### config.mk
export PLATFORM = sky130hd
export DESIGN_NAME = alarm_snooze_ctrl
export DESIGN_NICKNAME = d
export VERILOG_FILES = /design/src/rtl/alarm_snooze_ctrl_pkg.sv /design/src/rtl/alarm_snooze_ctrl_rise_det.sv /design/src/rtl/alarm_snooze_ctrl.sv
export SDC_FILE = /design/constraint.sdc
export NUM_CORES = 1
export LEC_CHECK = 0
export BUFFER_PORTS_ARGS = -buffer_cell sky130_fd_sc_hd__buf_2
export CAP_MARGIN = 20
export CORE_UTILIZATION = 61
export DETAILED_ROUTE_END_ITERATION = 7
export PLACE_DENSITY = 0.85
export RECOVER_POWER = 50
export SETUP_SLACK_MARGIN = 0.15
export SLEW_MARGIN = 20
export SYNTH_ARGS = -nofsm -noshare
export SYNTH_HDL_FRONTEND = slang
export SYNTH_SLANG_ARGS = --single-unit
### constraint.sdc
create_clock -name clk -period 5.6 [get_ports clk]
set_input_delay 0.84 -clock clk [delete_from_list [all_inputs] [get_ports clk]]
set_output_delay 0.84 -clock clk [all_outputs]
set_load 0.02 [all_outputs]
### src/rtl/alarm_snooze_ctrl_pkg.sv
// Shared types and defaults for the alarm/snooze controller.
// Holds the FSM state encoding, timing defaults and weekend day codes.
package alarm_pkg;

  typedef enum logic [1:0] {
    ST_IDLE   = 2'd0,
    ST_RING   = 2'd1,
    ST_SNOOZE = 2'd2,
    ST_DONE   = 2'd3
  } alarm_state_t;

  localparam int unsigned SNOOZE_SEC_DEF   = 540;
  localparam int unsigned RING_TIMEOUT_DEF = 120;
  localparam int unsigned MAX_SNOOZE_DEF   = 3;

  localparam logic [2:0] DAY_SAT = 3'd5;
  localparam logic [2:0] DAY_SUN = 3'd6;

  function automatic logic is_weekend(input logic [2:0] day);
    return (day == DAY_SAT) || (day == DAY_SUN);
  endfunction

endpackage

### src/rtl/alarm_snooze_ctrl_rise_det.sv
// Rising-edge detector: registers d and flags a 0->1 transition.
// The registered copy clears on reset so a high input right after release reads as a rise.
module rise_det (
  input  logic clk,
  input  logic rst,
  input  logic d,
  output logic rise
);

  logic r_d_q;

  always_ff @(posedge clk or negedge rst) begin
    if (!rst) r_d_q <= 1'b0;
    else      r_d_q <= d;
  end

  assign rise = d & ~r_d_q;

endmodule

### src/rtl/alarm_snooze_ctrl.sv
// Alarm ring / snooze controller running off a 1 Hz clock.
// All user-visible outputs decode from registers only.
module alarm_snooze_ctrl
  import alarm_pkg::*;
#(
  parameter int unsigned SNOOZE_SEC   = SNOOZE_SEC_DEF,
  parameter int unsigned RING_TIMEOUT = RING_TIMEOUT_DEF,
  parameter int unsigned MAX_SNOOZE   = MAX_SNOOZE_DEF
) (
  input  logic       clk,
  input  logic       rst,
  input  logic       alarm_match,
  input  logic       alarm_on,
  input  logic       snooze,
  input  logic       stop,
  input  logic [2:0] day,
  output logic       buzz,
  output logic       ringing,
  output logic       snoozing,
  output logic [9:0] snz_left,
  output logic [1:0] snz_used
);

  localparam logic [6:0] RING_LAST = 7'(RING_TIMEOUT - 1);
  localparam logic [9:0] SNZ_LOAD  = 10'(SNOOZE_SEC - 1);
  localparam logic [1:0] SNZ_MAX   = 2'(MAX_SNOOZE);

  logic w_trig;
  logic w_snz_edge;

  alarm_state_t r_state, w_state_next;
  logic [6:0]   r_ring_ct, w_ring_ct_next;
  logic [9:0]   r_snz_ct,  w_snz_ct_next;
  logic [1:0]   r_snz_used, w_snz_used_next;
  logic         r_phase, w_phase_next;

  rise_det u_match_rise (
    .clk  (clk),
    .rst  (rst),
    .d    (alarm_match),
    .rise (w_trig)
  );

  rise_det u_snooze_rise (
    .clk  (clk),
    .rst  (rst),
    .d    (snooze),
    .rise (w_snz_edge)
  );

  always_ff @(posedge clk or negedge rst) begin
    if (!rst) begin
      r_state    <= ST_IDLE;
      r_ring_ct  <= '0;
      r_snz_ct   <= '0;
      r_snz_used <= '0;
      r_phase    <= 1'b0;
    end else begin
      r_state    <= w_state_next;
      r_ring_ct  <= w_ring_ct_next;
      r_snz_ct   <= w_snz_ct_next;
      r_snz_used <= w_snz_used_next;
      r_phase    <= w_phase_next;
    end
  end

  always_comb begin
    w_state_next    = r_state;
    w_ring_ct_next  = r_ring_ct;
    w_snz_ct_next   = r_snz_ct;
    w_snz_used_next = r_snz_used;
    w_phase_next    = r_phase;

    unique case (r_state)
      ST_IDLE: begin
        // Buttons are deliberately ignored here; only a weekday trigger starts a ring.
        if (w_trig && alarm_on && !is_weekend(day)) begin
          w_state_next    = ST_RING;
          w_ring_ct_next  = '0;
          w_phase_next    = 1'b1;
          w_snz_used_next = '0;
        end
      end

      ST_RING: begin
        if (!alarm_on) begin
          w_state_next = ST_IDLE;
        end else if (stop) begin
          w_state_next = ST_DONE;
        end else if (w_snz_edge && (r_snz_used < SNZ_MAX)) begin
          w_state_next    = ST_SNOOZE;
          w_snz_ct_next   = SNZ_LOAD;
          w_snz_used_next = r_snz_used + 2'd1;
        end else if (r_ring_ct == RING_LAST) begin
          w_state_next = ST_DONE;
        end else begin
          w_ring_ct_next = r_ring_ct + 7'd1;
          w_phase_next   = ~r_phase;
        end
      end

      ST_SNOOZE: begin
        if (!alarm_on) begin
          w_state_next = ST_IDLE;
        end else if (stop) begin
          w_state_next = ST_DONE;
        end else if (r_snz_ct == '0) begin
          w_state_next   = ST_RING;
          w_ring_ct_next = '0;
          w_phase_next   = 1'b1;
        end else begin
          w_snz_ct_next = r_snz_ct - 10'd1;
        end
      end

      ST_DONE: begin
        // Wait out the matching minute so the same alarm cannot retrigger.
        if (!alarm_match) w_state_next = ST_IDLE;
      end

      default: w_state_next = ST_IDLE;
    endcase
  end

  assign ringing  = (r_state == ST_RING);
  assign snoozing = (r_state == ST_SNOOZE);
  assign buzz     = ringing & r_phase;
  assign snz_left = snoozing ? r_snz_ct : 10'd0;
  assign snz_used = r_snz_used;

endmodule
Word-level counts from Yosys, hierarchy flattened
Index checks and enable logic that the tools add are counted.

operators by class
  add/sub/neg operators = 3
  $lt $le $gt $ge = 1
  equality and inequality tests = 19
  mux-type cells = 41
  bitwise logic cells = 6
  reduce and logical (&&, ||, !) cells = 14

operator list
  cell                     count
  $mux W10                 7
  $mux W7                  8
  $mux W2                  13
  $pmux W7 S3              1
  $pmux W10 S2             1
  $ne A2 B2 Y1 const B     9
  $logic_not A10 Y1        1
  $sub A10 B1 Y10 const B  1
  $reduce_and A9 Y1        1
  $mux W1                  8
  $pmux W2 S4              1
  $add A7 B1 Y7 const B    1
  $eq A7 B7 Y1 const B     1
  $reduce_and A7 Y1        1
  $eq A3 B3 Y1 const B     2
  $ne A5 B3 Y1 const B     1
  $reduce_and A5 Y1        1
  $eq A2 B2 Y1 const B     2
  $ne A2 B1 Y1 const B     2
  $ne A4 B3 Y1 const B     1
  $pmux W2 S2              1
  $reduce_and A4 Y1        1
  $reduce_bool A2 Y1       2
  $and A1 B1 Y1            3
  other kinds (10)         14

storage, ports and cells
  register bits after elaboration = 24
  input port bits = 9
  word-level logic and storage cells = 91

Depth between registers and ports, before layout
Gate-level depths: netlist of the first run.

  word-level depth = 7
  depth in mapped cells = 6

Hierarchy
From an unflattened synthesis of the first run, not the netlist that was laid out.

unflattened totals
  cell total of the unflattened synthesis = 168
  area total of the unflattened synthesis = 1582.8 um^2

modules (own cells, without submodules)
  module             instances  cells an instance  area each (um^2)  seq. area each (um^2)
  alarm_snooze_ctrl  1          164                1505.2            550.5
  rise_det           2          2                  38.8              25.0

Worst setup path before layout of the first run
OpenSTA, ideal clock, no wires.

  path kind = reg2out
  start = register r_state[0]
  end = output snz_left[1]
  arrival time = 1.432 ns
  data required time = 4.760 ns
  slack = 3.328 ns
  cell stages (with the launch flop) = 6
  cell sequence = dfrtp_1 > buf_2 > nor2b_1 > buf_4 > clkbuf_1 > and2_1

on the way
  longest elaborated chain between the ends = 2

RTL lines
  element                   RTL line                  text
  start: declaration        alarm_snooze_ctrl.sv:31   alarm_state_t r_state, w_state_next;
  start signal: assignment  alarm_snooze_ctrl.sv:59   r_state <= w_state_next;
  $eq A2 B2 Y1              alarm_snooze_ctrl.sv:126  assign snoozing = (r_state == ST_SNOOZE);
  named net snoozing        alarm_snooze_ctrl.sv:19   output logic snoozing,
  $mux W10                  alarm_snooze_ctrl.sv:128  assign snz_left = snoozing ? r_snz_ct : 10'd0;
  end: declaration          alarm_snooze_ctrl.sv:20   output logic [9:0] snz_left,

The timed path passes the listed nets, and every way through them passes these cells.

Worst setup path in the final report of the first run
  start = register r_state[1]
  end = output snz_left[0]

on the way
  longest elaborated chain between the ends = 2

RTL lines
  element       RTL line
  $eq A2 B2 Y1  alarm_snooze_ctrl.sv:126
  $mux W10      alarm_snooze_ctrl.sv:128

No other way between the ends.

==> results of run 1 <==
==> cells in the mapped netlist, drive strengths merged (4+ instances only) <==
| cell | number | area [sq um] |
|---|---|---|
| dfrtp | 24 | 601 |
| nand3 | 7 | 35.0 |
| nor2 | 7 | 26.3 |
| nand2 | 10 | 37.5 |
| o31ai | 5 | 65.1 |
| a31oi | 6 | 37.5 |
| and2 | 11 | 68.8 |
| o21ai | 5 | 25.0 |
| buf | 4 | 28.8 |
| inv | 11 | 41.3 |
| nand2b | 5 | 31.3 |
| or3 | 4 | 25.0 |
| a21oi | 8 | 43.8 |
==> per-stage QoR <==
| stage | hold WS, ns | util, % |
|---|---|---|
| detailed placement | 0.521 | 69.2 |
| finish | 0.540 | 69.9 |
| global route | 0.568 | 69.9 |
| global placement | 0.492 | 69.2 |
| floorplan | 0.471 | - |
| CTS | 0.506 | 70.1 |
==> state kept, by name, summed over array words and instances (netlist names) <==
register	count
r_phase	1
r_ring_ct	7
r_snz_ct	10
r_state	2
snz_used	2
u_match_rise.r_d_q	1
u_snooze_rise.r_d_q	1
==> power groups by stage <==
stage | sequential [mW] | clock (mW) | combinational, mW
global placement | 0.305 | 0 | 0.341
detailed placement | 0.312 | 0 | 0.350
global route | 0.322 | 0.0819 | 0.388
floorplan | 0.285 | 0 | 0.288
finish | 0.310 | 0.0746 | 0.350
CTS | 0.308 | 0.0765 | 0.352
==> kinds of logic (layout without fill, tap and decap cells) <==
group,count (synthesis),count (layout),synth area share (%)
compound gates,50,50,23.9
buf+inv,17,37,4.81
xor+xnor,2,2,1.09
mux,4,4,2.79
simple gates,73,73,27.9
flops,24,24,37.2
fa+ha+maj,3,3,2.33
==> area by class of cell <==
type	count	area share, %
repair buffers	23	6.23
flip-flops and latches	24	34.4
clock buffers	3	1.29
multi-input cells	132	53.6
well taps	30	2.15
inverters	11	2.36
==> worst max-delay path by stage <==
stage | to | slack [ns] | cells past startpoint
floorplan | snz_left[1] | 3.33 | 5
global placement | snz_left[0] | 2.96 | 4
detailed placement | snz_left[0] | 2.88 | 4
CTS | snz_left[0] | 2.52 | 4
global route | snz_left[0] | 2.24 | 4
finish | snz_left[0] | 2.50 | 4
==> worst reg2reg max path: cells and delay by family, from the launching register on <==
| family | cells | cell delay, ns |
|---|---|---|
| flops | 1 | 0.55 |
| simple gates | 1 | 0.97 |
| mux | 1 | 0.26 |
| compound gates | 2 | 0.89 |
==> per-layer routing <==
metal	track usage, %	part of all wire, %	routed length [microns]	vias to the layer above
met5	0	0	0	-
met4	6.14	0.36	12	0
met3	2.87	2.8	92	2
met2	42.1	48	1600	26
met1	35.3	48	1600	651
li1	-	-	-	696
==> impl_metrics.toml, run 1 <==
[run_status]
status = "finished clean"

[timing]
tns_ns = 0
slew_headroom_pct = 15.2
fin_crit_sh_pct = 55.3
worst_pin_slew_ns = 1.27
setup_ws_ns = 2.50
drv_slew = 0
hold_viol = 0
maxClockFrequency_mhz = 323
final-setup-viol-count = 0
fin_crit_ns = 3.10
rsz0062_at_grt = "no"
finalClockSkew_ns = 0.00558

[final_layout]
fin_nets = 207
final_cell_mix = "dfrtp_1, buf_2, inv_1, and2_1, nand2_1"
final_common_cell = "dfrtp_1"
antenna_cells = 0
seq_area_sq_um = 601
multi_input_area_sq_um = 936
area_growth_pct = 8.22
layoutNonFillerInstCount = 223
drive_gt1_share_pct = 17.1
nFillCells = 197
design_area_sq_um = 1750

[detailed_routing]
route.vias.total = 1375
ant_nets = 0
wl_per_cell_microns = 14.8
vias_per_cell = 6.17
firstDrtPassIters = 4
first_iter_violations = 24
drc_errors = 0
wl_microns = 3300

[worst_setup_path]
crit_path_max_incr_delay_ns = 0.97
critPathKind = "reg2out"
cpMaxStageDelayCell = "nor2b_1"
start_kind = "register"
cp_cell_sequence = "nor2b_1 > nand2_1 > inv_1 > buf_2"
worstPathRequired_ns = 4.76
path_max_fanout = 20
reg2regPathDepth = 4
reg2reg_from = "r_state[1]"
endpoint_kind = "output port"
crit_start = "r_state[1]"
reg2reg_slack_ns = 2.87
arrival_ns = 2.26
r2r_end = "r_snz_ct[7]"
cp_top_family = "simple AND/OR/NAND/NOR gates"
critical_path_buf_inv_count = 2

[placement]
place_inst = 220
dp_hpwl_microns = 2460
placed_area_sq_um = 1730
gp_congestion = 0.888
portBuffers = 23
place_ws_ns = 2.88

[die]
num_io_pins = 24
die_w_microns = 53.4
start_util_pct = 64.6
core_area_sq_um = 2500
row_count = 18
dieArea_sq_um = 2860
dieHeight_microns = 53.4

[hold_path]
holdPathEnd = "r_ring_ct[0]"
hold_depth = 1
hp-class = "reg2reg"
hp-start = "r_ring_ct[0]"

[synth]
netlist_instances = 173
ys.flop_type = "dfrtp_1"
syn_area_per_cell_sq_um = 9.33
synth-seq-area-share_pct = 37.2
synth.cell_area_sq_um = 1610
netlist-cell-type-count = 58
synth-seq-cells = 24
synth_warnings = 0
synth_nets = 185
ys_async_sr_fraction_pct = 100
synth_edf_count = 0

[pwr]
p_sw_mw = 0.333
internal_power_mw = 0.401
p_comb_share_pct = 47.6
power.total_mw = 0.734
ir_drop_mv = 0.252
power_frac_clock_pct = 10.2
leakage_nw = 0.756
seq_power_share_pct = 42.2
p_sw_share_pct = 45.3
powerDensity_nw_per_um2 = 420

[run]
drv_cap = 0

[grt]
first_global_vias = 1193
grt_max_degree = 25
grt-ovfl-total = 0
grt.total_usage_pct = 25.6
grt_pass1_wl_microns = 5380
antenna_found_initial = 0

[clock_tree]
cts_made_buffers = 3
post_cts_buffers = 0
path_clk_slew_ns = 0.12
cts_tree = "yes"
ctsResizeCount = 0
htree_levels = 1
clock-sinks = 24
clock-root-buffer = "clkbuf_4"
clockBufferDepth = 2
hold_buffers = 0
clock_latency_ns = 0.30
No activity file was read; power rests on OpenSTA's default activity.
==> inputs of run 2 (changes only) <==
- CORE_UTILIZATION: 61 -> 51
- PLACE_DENSITY: 0.85 -> 0.75
- clock period: 5.6 -> 2.5 ns (I/O delays scaled with it)
==> impl_metrics.toml, run 2 (synthesis gave the netlist of run 1 again) <==
[run_status]
status = "finished clean"

[timing]
maxClockFrequency_mhz = 474
hold_viol = 0
final-setup-viol-count = 0
fin_crit_sh_pct = 84.5
finalClockSkew_ns = 0.00988
drv_slew = 0
fin_crit_ns = 2.11
tns_ns = 0
slew_headroom_pct = 12.7
rsz0062_at_grt = "no"
worst_pin_slew_ns = 1.31

[final_layout]
design_area_sq_um = 1800
antenna_cells = 0
final_cell_mix = "dfrtp_1, buf_2, inv_1, and2_1, nand2_1"
top_register = "r_snz_ct"
final_common_cell = "dfrtp_1"
drive_gt1_share_pct = 17.8
nFillCells = 282
largest_reg_flops = 10
area_growth_pct = 11.4
top_regs = "r_snz_ct (10), r_ring_ct (7)"
fin_nets = 210

[placement]
portBuffers = 23
dp_hpwl_microns = 2700
placed_area_sq_um = 1770
gp_congestion = 0.894

[detailed_routing]
first_iter_violations = 71
firstDrtPassIters = 4
wl_microns = 3530
route.vias.total = 1422
drc_errors = 0
vias_per_cell = 5.90
ant_nets = 0
wl_per_cell_microns = 14.6

[worst_setup_path]
crit_path_max_incr_delay_ns = 0.52
arrival_ns = 2.37
cp_cell_sequence = "ha_1 > nor3b_2 > nand2_1 > a2111oi_0 > mux2i_1"
reg2reg_from = "snz_used[0]"
cp_top_family = "simple AND/OR/NAND/NOR gates"
crit_start = "snz_used[0]"
endpoint_kind = "register"
worstPathRequired_ns = 2.76
critical_path_buf_inv_count = 0
start_kind = "register"
critPathKind = "reg2reg"
path_max_fanout = 7
cpMaxStageDelayCell = "a2111oi_0"

[die]
core_area_sq_um = 3030
row_count = 20
dieHeight_microns = 58.3
num_io_pins = 24
die_w_microns = 58.3
start_util_pct = 53.3
dieArea_sq_um = 3390

[run]
drv_cap = 0

[clock_tree]
path_clk_slew_ns = 0.14
post_cts_buffers = 0
clock_latency_ns = 0.32
clock-sinks = 24
clock-root-buffer = "clkbuf_4"
htree_levels = 1
cts_tree = "yes"
cts_made_buffers = 3
clockBufferDepth = 2
hold_buffers = 0
ctsResizeCount = 0

[hold_path]
hp-start = "alarm_match"
hp-class = "in2reg"

[grt]
first_global_vias = 1307
grt_max_degree = 25
grt.total_usage_pct = 23.3
grtUsageMet3_pct = 2.23
top_usage_layer = "met2"
grt-ovfl-total = 0
use_met1_pct = 31.8
use_met2_pct = 38.9
antenna_found_initial = 0
grt_pass1_wl_microns = 6110

[pwr]
ir_drop_mv = 0.387
leakage_nw = 0.771
powerDensity_nw_per_um2 = 949
==> run 2: cell count changes in the layout (fill, tap and decap cells not counted) <==
cell	before	now
clkbuf_8	0	1
buf_4	0	3
buf_2	18	16
clkbuf_1	5	7
==> run 2: metal layers <==
metal | part of all wire [%] | vias to the layer above
met4 | 0.48 | 0
met1 | 47 | 689
li1 | - | 702
met5 | 0 | -
met2 | 50 | 29
met3 | 2.7 | 2
==> run 2: path summary, 6_finish.rpt <==
check	depth (start not counted)	end	slack, ns
setup / recovery	5	r_snz_ct[7]	0.39
max in group asynchronous	1	r_ring_ct[3]	1.42
min in group asynchronous	1	r_ring_ct[2]	0.31
setup reg to reg	5	r_snz_ct[7]	0.39
hold reg to reg	1	r_ring_ct[0]	0.54
hold / removal	1	u_match_rise.r_d_q	0.17
==> run 2: area by class of cell <==
cell class	instances	area, sq um	area share [%]
Tap cell	44	55.1	3.06
Clock buffer	4	36.3	2.02
Sequential cell	24	601	33.4
Timing Repair Buffer	26	129	7.17
Inverter	11	41.3	2.30
Multi-Input combinational cell	132	936	52.1
==> run 2: where the power goes <==
group	internal (mW)	total [mW]	switching, mW	leakage (nW)
Sequential	0.515	0.702	0.186	0.298
Combinational	0.333	0.796	0.463	0.451
Clock	0.0890	0.209	0.120	0.0210
==> run 2: through the flow <==
stage	power, mW	std cells	util, %	setup slack, ns	hold WS [ns]
CTS	1.72	241	59.7	0.408	0.0332
detailed placement	1.51	237	58.5	0.437	0.402
global placement	1.46	237	58.5	0.522	0.389
finish	1.71	241	59.4	0.389	0.175
global route	1.85	241	59.4	0.208	0.165
floorplan	1.28	173	-	0.556	0.0794
==> inputs of run 3 (changes only) <==
- clock period: 2.5 -> 1.7 ns (I/O delays scaled with it)
==> impl_metrics.toml, run 3 (synthesis gave the netlist of run 1 again) <==
[run_status]
status = "finished with violations"
failed_checks = "setup timing"

[timing]
final-setup-viol-count = 17
hold_viol = 0
setup_ws_ns = -0.213
holdWs_ns = 0.0558
slew_headroom_pct = 58.3
maxClockFrequency_mhz = 523
worst_pin_slew_ns = 0.626
rsz0062_at_grt = "yes"
tns_ns = -1.50
fin_crit_sh_pct = 113
finalClockSkew_ns = 0.00232
fin_crit_ns = 1.91
drv_slew = 0

[placement]
dp_hpwl_microns = 2930
gp_congestion = 0.844
placed_area_sq_um = 2060
portBuffers = 23

[final_layout]
top_regs = "r_snz_ct (10), r_ring_ct (7)"
final_common_cell = "buf_4"
top_register = "r_snz_ct"
nFillCells = 141
drive_gt1_share_pct = 52.6
design_area_sq_um = 2580
fin_nets = 260
largest_reg_flops = 10
final_cell_mix = "buf_4, buf_6, dfrtp_1"
antenna_cells = 0
area_growth_pct = 59.8

[clock_tree]
clock_latency_ns = 0.33
cts_tree = "yes"
cts_made_buffers = 3
clock-root-buffer = "clkbuf_4"
htree_levels = 1
clock-sinks = 24
path_clk_slew_ns = 0.14
clockBufferDepth = 2

[detailed_routing]
wl_per_cell_microns = 18.3
firstDrtPassIters = 4
route.vias.total = 1765
wl_microns = 5320
ant_nets = 0
first_iter_violations = 111
vias_per_cell = 6.07
drc_errors = 0

[die]
row_count = 20
dieHeight_microns = 58.3
dieArea_sq_um = 3390
start_util_pct = 53.3
num_io_pins = 24
die_w_microns = 58.3
core_area_sq_um = 3030

[grt]
grt.total_usage_pct = 33.6
grt_pass1_wl_microns = 8630
first_global_vias = 1774
grt_max_degree = 25
antenna_found_initial = 0
grt-ovfl-total = 0

[hold_path]
hp-start = "snooze"
hp-class = "in2reg"

[worst_setup_path]
crit_start = "r_snz_ct[1]"
start_kind = "register"
worstPathRequired_ns = 1.93
reg2reg_from = "r_snz_ct[1]"
endpoint_kind = "register"
critPathKind = "reg2reg"
path_max_fanout = 3
arrival_ns = 2.14

[pwr]
ir_drop_mv = 0.765
leakage_nw = 1.11
power.total_mw = 3.74
powerDensity_nw_per_um2 = 1450

[run]
drv_cap = 0
[run 3: changes by cell type in the layout (fill, tap and decap cells not counted), sizes merged]
cell,before,now
buf,19,72
dlygate4sd3,0,1
clkbuf,11,7
[run 3: power by group]
part	internal, mW	leakage [nW]	switching, mW
Clock	0.131	0.0210	0.186
Sequential	0.761	0.296	0.226
Combinational	1.27	0.790	1.17
[run 3: metrics by stage]
step           cells  util [%]  setup WS [ns]
2_1_floorplan    173         -         -0.107
3_3_place_gp     264      68.1         -0.103
3_5_place_dp     264      68.1         -0.144
4_1_cts          287      81.9         -0.126
5_1_grt          291      85.2         -0.263
6_report         291      85.2         -0.213
[run 3: layout make-up]
cell class	instances	area (sq um)	share of cell area (%)
clock buffer	4	36.3	1.41
timing repair buffer	76	639	24.8
multi-input combinational	132	1200	46.6
tap	44	55.1	2.13
sequential	24	603	23.4
inverter	11	43.8	1.70
[run 3: repair_timing]
item	4_1_cts	5_1_grt
pin swaps	22	6
resized for setup	64	14
hold buffers	1	0
setup buffers	17	4
setup endpoints to repair	35	35
cloned	1	0
endpoints found under the hold margin	24	0
[run 3: per-layer routing]
layer,wire length (microns),global-route usage (%),up-vias
met3,255,2.90,13
met1,2120,42.0,867
met4,144,16.0,0
met2,2800,58.3,82
met5,0,0,-
li1,-,-,803
[run 3: critical path, cell delays in order (launching register included)]
cell and delay (ns):
dfrtp_1 0.43, inv_1 0.08, ha_2 0.18, or3b_4 0.42
o31ai_4 0.24, a21oi_2 0.14, mux2_4 0.32
[run 3: worst paths after layout]
check / to / slack [ns] / cells past startpoint
hold reg to reg: r_ring_ct[0] / 0.57 / 1
max in group asynchronous: snz_used[1] / 0.81 / 2
setup reg to reg: r_snz_ct[1] / -0.21 / 6
min in group asynchronous: r_snz_ct[4] / 0.45 / 2
setup / recovery: r_snz_ct[1] / -0.21 / 6
hold / removal: u_snooze_rise.r_d_q / 0.06 / 1
